==> src/rtl/encode_ctl.sv <==
// Job controller for the LZF encode datapath: sequences a job from start through
// last-byte, pipeline drain and completion, with stall timeout and abort.
module encode_ctl #(
    parameter int unsigned LZF_WIDTH = 20,
    parameter logic [15:0] TIMEOUT   = 16'hFFFF,
    parameter int unsigned DRAIN_CYC = 4
) (
    input  logic                 clk,
    input  logic                 rst,
    input  logic                 start,
    input  logic                 abort,
    input  logic [LZF_WIDTH-1:0] src_len,
    input  logic                 data_valid,
    input  logic                 data_empty,
    output logic                 ce,
    output logic                 m_last,
    output logic                 busy,
    output logic                 done,
    output logic                 err,
    output logic [LZF_WIDTH-1:0] byte_cnt
);

    localparam int unsigned STALL_W = 16;
    localparam int unsigned DRAIN_W = (DRAIN_CYC > 1) ? $clog2(DRAIN_CYC) : 1;
    localparam logic [DRAIN_W-1:0] DRAIN_END = DRAIN_W'(DRAIN_CYC - 1);

    typedef enum logic [2:0] {
        S_IDLE,
        S_RUN,
        S_LAST,
        S_DRAIN,
        S_DONE,
        S_ERR
    } state_t;

    state_t               state, state_nxt;
    logic [LZF_WIDTH-1:0] len_q, len_nxt;
    logic [LZF_WIDTH-1:0] cnt_nxt;
    logic [STALL_W-1:0]   stall_q, stall_nxt, stall_inc;
    logic [DRAIN_W-1:0]   drain_q, drain_nxt;
    logic                 err_nxt;
    logic                 timeout_hit;

    // Timeout fires on the stall cycle that brings the counter to TIMEOUT.
    assign stall_inc   = (stall_q == TIMEOUT) ? stall_q : stall_q + STALL_W'(1);
    assign timeout_hit = !data_valid && (stall_q >= TIMEOUT - STALL_W'(1));

    always_ff @(posedge clk or negedge rst) begin
        if (!rst) begin
            state    <= S_IDLE;
            len_q    <= '0;
            stall_q  <= '0;
            drain_q  <= '0;
            byte_cnt <= '0;
            err      <= 1'b0;
            ce       <= 1'b0;
            m_last   <= 1'b0;
            busy     <= 1'b0;
            done     <= 1'b0;
        end else begin
            state    <= state_nxt;
            len_q    <= len_nxt;
            stall_q  <= stall_nxt;
            drain_q  <= drain_nxt;
            byte_cnt <= cnt_nxt;
            err      <= err_nxt;
            ce       <= state_nxt inside {S_RUN, S_LAST, S_DRAIN};
            m_last   <= state_nxt inside {S_LAST, S_DRAIN};
            busy     <= state_nxt != S_IDLE;
            done     <= state_nxt inside {S_DONE, S_ERR};
        end
    end

    always_comb begin
        state_nxt = state;
        len_nxt   = len_q;
        cnt_nxt   = byte_cnt;
        stall_nxt = stall_q;
        drain_nxt = drain_q;
        err_nxt   = err;

        case (state)
            S_IDLE: begin
                stall_nxt = '0;
                drain_nxt = '0;
                if (start) begin
                    cnt_nxt = '0;
                    err_nxt = 1'b0;
                    len_nxt = src_len;
                    if (src_len == '0)
                        state_nxt = S_DONE;
                    else if (src_len == LZF_WIDTH'(1))
                        state_nxt = S_LAST;
                    else
                        state_nxt = S_RUN;
                end
            end
            S_RUN: begin
                if (data_valid) begin
                    cnt_nxt   = byte_cnt + LZF_WIDTH'(1);
                    stall_nxt = '0;
                    if (byte_cnt == len_q - LZF_WIDTH'(2))
                        state_nxt = S_LAST;
                end else begin
                    stall_nxt = stall_inc;
                    if (timeout_hit) begin
                        state_nxt = S_ERR;
                        err_nxt   = 1'b1;
                    end
                end
            end
            S_LAST: begin
                if (data_valid) begin
                    cnt_nxt   = byte_cnt + LZF_WIDTH'(1);
                    stall_nxt = '0;
                end else begin
                    stall_nxt = stall_inc;
                end
                // A completed datapath takes precedence over a coincident timeout.
                if (data_empty) begin
                    state_nxt = S_DRAIN;
                    drain_nxt = '0;
                end else if (timeout_hit) begin
                    state_nxt = S_ERR;
                    err_nxt   = 1'b1;
                end
            end
            S_DRAIN: begin
                stall_nxt = '0;
                if (data_valid)
                    cnt_nxt = byte_cnt + LZF_WIDTH'(1);
                drain_nxt = drain_q + DRAIN_W'(1);
                if (drain_q == DRAIN_END)
                    state_nxt = S_DONE;
            end
            S_DONE:  state_nxt = S_IDLE;
            S_ERR:   state_nxt = S_IDLE;
            default: state_nxt = S_IDLE;
        endcase

        // Abort overrides every other event and leaves count and error untouched.
        if (abort && (state != S_IDLE)) begin
            state_nxt = S_IDLE;
            len_nxt   = len_q;
            cnt_nxt   = byte_cnt;
            stall_nxt = '0;
            drain_nxt = '0;
            err_nxt   = err;
        end
    end

endmodule

==> config.mk <==
export PLATFORM = sky130hd
export DESIGN_NAME = encode_ctl
export DESIGN_NICKNAME = d
export VERILOG_FILES = /design/src/rtl/encode_ctl.sv
export SDC_FILE = /design/constraint.sdc
export NUM_CORES = 1
export LEC_CHECK = 0
export CORE_MARGIN = 5
export CORE_UTILIZATION = 40
export CTS_BUF_LIST = sky130_fd_sc_hd__clkbuf_8 sky130_fd_sc_hd__clkbuf_16
export CTS_CLUSTER_SIZE = 40
export DETAILED_ROUTE_END_ITERATION = 10
export GPL_TIMING_DRIVEN = 0
export HOLD_SLACK_MARGIN = 0.1
export MAX_ROUTING_LAYER = met4
export PLACE_DENSITY = 0.6
export SLEW_MARGIN = 5
export SYNTH_ARGS = -nofsm -noshare
export SYNTH_HDL_FRONTEND = slang
export SYNTH_SLANG_ARGS = --single-unit
==> constraint.sdc <==
create_clock -name clk -period 4.5 [get_ports clk]
set_clock_uncertainty 0.15 [all_clocks]
set_input_delay 0.45 -clock clk [delete_from_list [all_inputs] [get_ports clk]]
set_output_delay 0.45 -clock clk [all_outputs]
set_load 0.02 [all_outputs]
==> out/qor.txt, run 1 <==
status -> finished clean
Num CTS Buffers -> 9
share of layout cells above drive strength 1 -> 0.0692
first-pass GRT wire length -> 16.4 mm
wire length on met2 -> 4.59 mm
GRT overflow -> 0
Final HPWL DP -> 7.27 mm
post-synthesis sequential area ratio -> 0.426
Slew HR -> 0.357
post-synth cell types -> 53
vias per inst -> 5.27
critical path type -> register to register
DR DRC count -> 0
fill count -> 979
H-tree Lvls -> 3
Die H -> 109 µm
Register Area -> 1650 µm²
Clock transition at path regs -> 0.07 ns
Crit path buffers/inverters -> 1
clock latency on the worst-skew pair -> 0.34 ns
unrepaired setup endpoints after global routing -> no
TritonCTS clock tree -> done
number of synthesized flops with an enable pin -> 0
WP data arrival -> 3.37 ns
Layout Nets -> 546
GRT Total Usage -> 0.181
syn nets -> 484
Synth top area share -> 0.426
uppermost layer routed -> met4
register bit total from synthesis -> 66
family with the most delay on the worst path -> simple AND/OR/NAND/NOR gates
met3 wire len -> 345 µm
WL met1 -> 4.82 mm
critical path's slowest cell -> nor3b_1
first-pass detailed-route iteration total -> 5
Peak VDD IR -> 186 µV
Hold Vio Cnt, Final -> 0
Slew @ Worst Pin -> 0.962 ns
routed vias -> 3,444
initial antenna violation count -> 0
GP Congestion -> 0.864
CP Capture Type -> register
Synth Warn # -> 0
Core Rows -> 36
P&R area growth vs syn -> 22.6%
Pleak -> 0.00202 µW
period utilisation layout -> 0.722
worst-path cell chain -> inv_1 -> ha_1 -> nor3b_1 -> and4_1 -> a21oi_1 -> nand4b_1 -> a211oi_1 -> nand3_1 -> a21oi_1
Synth Instances -> 453
ys async rst share -> 1.00
Max Freq -> 308 MHz
area of the multi-input gates -> 2100 µm²
synthesized area per cell -> 8.57 µm²
mapped cell area -> 3880 µm²
Post-synth top cells -> nand2_1 (87), dfrtp_1 (66), nor2_1 (44), o21ai_0 (29), xor2_1 (23)
Req. time, crit path -> 4.62 ns
Iter 0 DRT Violations -> 211
CP dominant cell by count -> a21oi_1
Setup violations, final -> 0
Root Driver -> clkbuf_8
ys flop type -> dfrtp_1
Ports -> 51
final core utilization -> 0.494
top cells by area, synth -> dfrtp_1 (43%), nand2_1 (8.4%), xor2_1 (5.2%)
Hold WC Path Type -> register to register
clk buf depth -> 2
Core ar. -> 9640 µm²
Pwr per Cell Area -> 458 nW/µm²
largest stage delay on the critical path -> 0.80 ns
largest area contributor in the netlist -> dfrtp_1
count leader, synth -> nand2_1
Initial Util -> 0.403
die width -> 109 µm
number of max-cap violations -> 0
ANT nets after route -> 0
CTS Sinks -> 66
largest net degree at the start of global routing -> 67
vias in the first global route -> 3,270
worst hold slack -> 0.325 ns
CP startpoint kind -> register
port bufs -> 50
Period minus WS final -> 3.25 ns
critical path fanouts, max -> 6
Slew Limit Fails -> 0
setup TNS after final layout -> 0 ns
Inserted Diodes -> 0
DRT Wirelength -> 9.91 mm
per-cell routed wire length -> 15.2 µm
die area -> 11,800 µm²
post-CTS sizing -> 0
[kinds of logic after synthesis]
logic type      synth area share
simple gates               0.287
compound gates             0.122
flops                      0.426
xor+xnor                   0.103
buf+inv                   0.0322
mux                       0.0135
fa+ha+maj                 0.0161
[timing repair]
| action | 4_1_cts | 5_1_grt |
|---|---|---|
| setup buffers | 0 | 0 |
| hold endpoints to repair | 9 | 0 |
| hold buffers | 1 | 0 |
| endpoints found under the setup margin | 0 | 0 |
[per-layer routing]
layer,global-route usage,vias up
met1,0.255,1658
li1,-,1717
met4,0.0649,0
met2,0.270,57
met5,-,-
met3,0.0221,12
[registers in the layout (all words and copies together) (netlist names)]
name / flops
state: 3
drain_q: 2
ce: 1
busy: 1
done: 1
len_q: 20
byte_cnt: 20
m_last: 1
stall_q: 16
err: 1
[through the flow]
step | cells | setup slack, ns | cell area, µm² | power (µW)
floorplan | 453 | 1.87 | 3880 | 1430
global placement | 636 | 0.559 | 4550 | 1650
detailed placement | 636 | 1.11 | 4550 | 1670
CTS | 653 | 1.27 | 4760 | 2200
global route | 653 | 1.09 | 4760 | 2330
finish | 653 | 1.25 | 4760 | 2180
[final cells by class]
| class | instances | area share |
|---|---|---|
| clock inverter | 5 | 0.0110 |
| buffer | 21 | 0.0192 |
| sequential | 66 | 0.347 |
| clock buffer | 11 | 0.0318 |
| multi-input combinational | 357 | 0.442 |
| inverter | 9 | 0.00710 |
| timing repair buffer | 51 | 0.107 |
| tap | 133 | 0.0350 |
[report_power, final]
part	switching (µW)	internal [µW]	total [µW]	leakage, µW
clock	234	283	517	0.000105
combinational	452	358	809	0.00104
sequential	148	706	854	0.000881
[cells in the final DEF, fill, tap and decap left out, drive strengths merged, types with 3 or more instances in the layout]
master	n
mux2i	3
a21oi	12
or2	3
nor4b	3
o31ai	12
o21ai	30
or4	5
nor3	13
or3	4
nor2	44
buf	7
clkdlybuf4s50	49
nand3	15
nor2b	4
ha	5
nand2	87
nor4	11
nand2b	5
and3	7
a31oi	10
clkinv	3
xor2	23
nand4	15
inv	9
dfrtp	66
xnor2	22
clkbuf	26
[worst register-to-register path, stage by stage (launching register included)]
cell      delay (ns)
dfrtp_1         0.44
inv_1           0.10
ha_1            0.21
nor3b_1         0.80
and4_1          0.35
a21oi_1         0.07
nand4b_1        0.19
a211oi_1        0.48
nand3_1         0.20
a21oi_1         0.19
[final timing paths]
kind                              from           end  slack [ns]  cells past startpoint
setup / recovery              len_q[1]      state[1]        1.25                      9
hold / removal             stall_q[15]   stall_q[15]        0.33                      1
hold reg to reg            stall_q[15]   stall_q[15]        0.33                      1
min in group asynchronous          rst  byte_cnt[13]        0.60                      2
setup reg to reg              len_q[1]      state[1]        1.25                      9
max in group asynchronous          rst      len_q[1]        3.05                      2
No activity file was read; power rests on OpenSTA's default activity.
==> run 2: changes to the inputs <==
--- a/config.mk
+++ b/config.mk
@@ -13,7 +13,7 @@
 export GPL_TIMING_DRIVEN = 0
 export HOLD_SLACK_MARGIN = 0.1
 export MAX_ROUTING_LAYER = met4
-export PLACE_DENSITY = 0.6
+export PLACE_DENSITY = 0.62
 export SLEW_MARGIN = 5
 export SYNTH_ARGS = -nofsm -noshare
 export SYNTH_HDL_FRONTEND = slang
==> constraint.sdc (replaced) <==
create_clock -name clk -period 2.7 [get_ports clk]
set_clock_uncertainty 0.15 [all_clocks]
set_input_delay 0.27 -clock clk [delete_from_list [all_inputs] [get_ports clk]]
set_output_delay 0.27 -clock clk [all_outputs]
set_load 0.02 [all_outputs]
==> run 2 against run 1 <==
  * The flow now finishes with violations (setup timing)
  * First-iteration DRC count shrank 10%
  * Flip-flop and latch count is the same
  * Hold slack lost 0.0064 ns
  * Setup slack lost 1.3 ns
  * Sequential share of layout area shrank 1.3 points
  * Die area is the same
  * Routed wire length grew 1.9%
  * Maximum frequency grew 19%
  * Via count grew 2.2%
  * Combinational power grew 87%
==> out/qor.txt, run 2 (synthesis gave the netlist of run 1 again) <==
failing checks -> setup timing
TritonCTS clock tree -> done
Hold WC Path Type -> input port to register
Clock transition at path regs -> 0.07 ns
GRT overflow -> 0
Pleak -> 0.00210 µW
CP Capture Type -> register
ANT nets after route -> 0
share of layout cells above drive strength 1 -> 0.117
Setup violations, final -> 3
area of the multi-input gates -> 2190 µm²
port bufs -> 50
Slew HR -> 0.428
DR DRC count -> 0
Core Rows -> 36
Max Freq -> 365 MHz
period utilisation layout -> 1.01
Ports -> 51
Period minus WS final -> 2.74 ns
DRT Wirelength -> 10.1 mm
unrepaired setup endpoints after global routing -> yes
clock latency on the worst-skew pair -> 0.35 ns
critical path type -> register to register
first-pass GRT wire length -> 16.4 mm
Inserted Diodes -> 0
final core utilization -> 0.514
GP Congestion -> 0.873
Die H -> 109 µm
largest net degree at the start of global routing -> 67
cells on worst reg2reg path -> 7
number of max-cap violations -> 0
CTS Sinks -> 66
vias per inst -> 5.33
most common cell after layout, fill and taps aside -> nand2_1
Num CTS Buffers -> 9
Final HPWL DP -> 7.10 mm
H-tree Lvls -> 3
P&R area growth vs syn -> 27.6%
Slew @ Worst Pin -> 0.859 ns
Hold Path Depth -> 3
Peak VDD IR -> 287 µV
Slew Limit Fails -> 0
final worst setup slack -> -0.0362 ns
GRT Total Usage -> 0.183
critical path fanouts, max -> 4
Hold Vio Cnt, Final -> 0
R2R setup slack -> -0.04 ns
Iter 0 DRT Violations -> 189
WP data arrival -> 2.83 ns
worst hold slack -> 0.319 ns
Register Area -> 1660 µm²
commonest cells after routing, fill and taps aside -> nand2_1 (87), dfrtp_1 (63), clkdlybuf4s50_1 (49)
fill count -> 947
top flop regs -> byte_cnt: 20 flops, len_q: 20 flops, stall_q: 16 flops
CP startpoint kind -> register
status -> finished, violations left
die area -> 11,800 µm²
first-pass detailed-route iteration total -> 5
clk buf depth -> 2
per-cell routed wire length -> 15.3 µm
Initial Util -> 0.403
Layout Nets -> 554
vias in the first global route -> 3,347
routed vias -> 3,520
die width -> 109 µm
Req. time, crit path -> 2.79 ns
Pwr Total -> 3910 µW
Core ar. -> 9640 µm²
Root Driver -> clkbuf_8
initial antenna violation count -> 0
Pwr per Cell Area -> 790 nW/µm²
-- run 2: area by class of cell --
| type | instances | share of cell area |
|---|---|---|
| Multi-Input combinational cell | 357 | 0.442 |
| Timing Repair Buffer | 61 | 0.118 |
| Sequential cell | 66 | 0.334 |
| Clock buffer | 12 | 0.0334 |
| Inverter | 9 | 0.00682 |
| Clock inverter | 4 | 0.0147 |
| Tap cell | 133 | 0.0336 |
| Buffer | 19 | 0.0179 |
-- run 2: routing by layer --
metal | part of all wire | global-route usage | vias up
li1 | - | - | 1733
met1 | 0.50 | 0.256 | 1681
met2 | 0.44 | 0.272 | 92
met3 | 0.038 | 0.0215 | 14
met4 | 0.019 | 0.0730 | 0
met5 | 0 | - | -
-- run 2: worst max-delay path, stage by stage, from the launching register on --
cell and delay (ns):
dfrtp_2 0.43, or4_4 0.56, or4_4 0.54, xnor2_2 0.14, nand4_1 0.16, nor4b_4 0.34
a21boi_1 0.12, o21ba_1 0.19
-- run 2: final timing paths --
kind                                   from            to
worst max-delay path               len_q[6]      state[0]
worst min-delay path            src_len[19]     len_q[19]
worst max register to register     len_q[6]      state[0]
worst min register to register  stall_q[15]   stall_q[15]
max in group asynchronous               rst      len_q[6]
min in group asynchronous               rst  byte_cnt[16]
-- run 2: what timing repair did --
action / in CTS / in global routing
hold buffers: 1 / 0
endpoints found under the setup margin: 31 / 28
buffers inserted: 8 / 2
pin swaps: 7 / 0
hold endpoints to repair: 66 / 0
resized for setup: 12 / 12
gates cloned: 0 / 0
-- run 2: where the power goes --
| group | total [µW] | internal (µW) | leakage, µW | switching (µW) |
|---|---|---|---|---|
| combinational | 1510 | 684 | 0.00110 | 825 |
| sequential | 1410 | 1180 | 0.000878 | 232 |
| clock | 991 | 594 | 0.000119 | 397 |
-- run 2: metrics by stage --
| step | cell area [µm²] | TNS, ns | setup slack (ns) | instances |
|---|---|---|---|---|
| after detailed placement | 4550 | -8.45 | -0.557 | 636 |
| final | 4950 | -0.0975 | -0.0362 | 661 |
| after CTS | 4890 | 0 | 0.000684 | 660 |
| after global placement | 4550 | -76.35 | -1.05 | 636 |
| after global routing | 4950 | -0.419 | -0.138 | 661 |
| after floorplan | 3880 | 0 | 0.0707 | 453 |
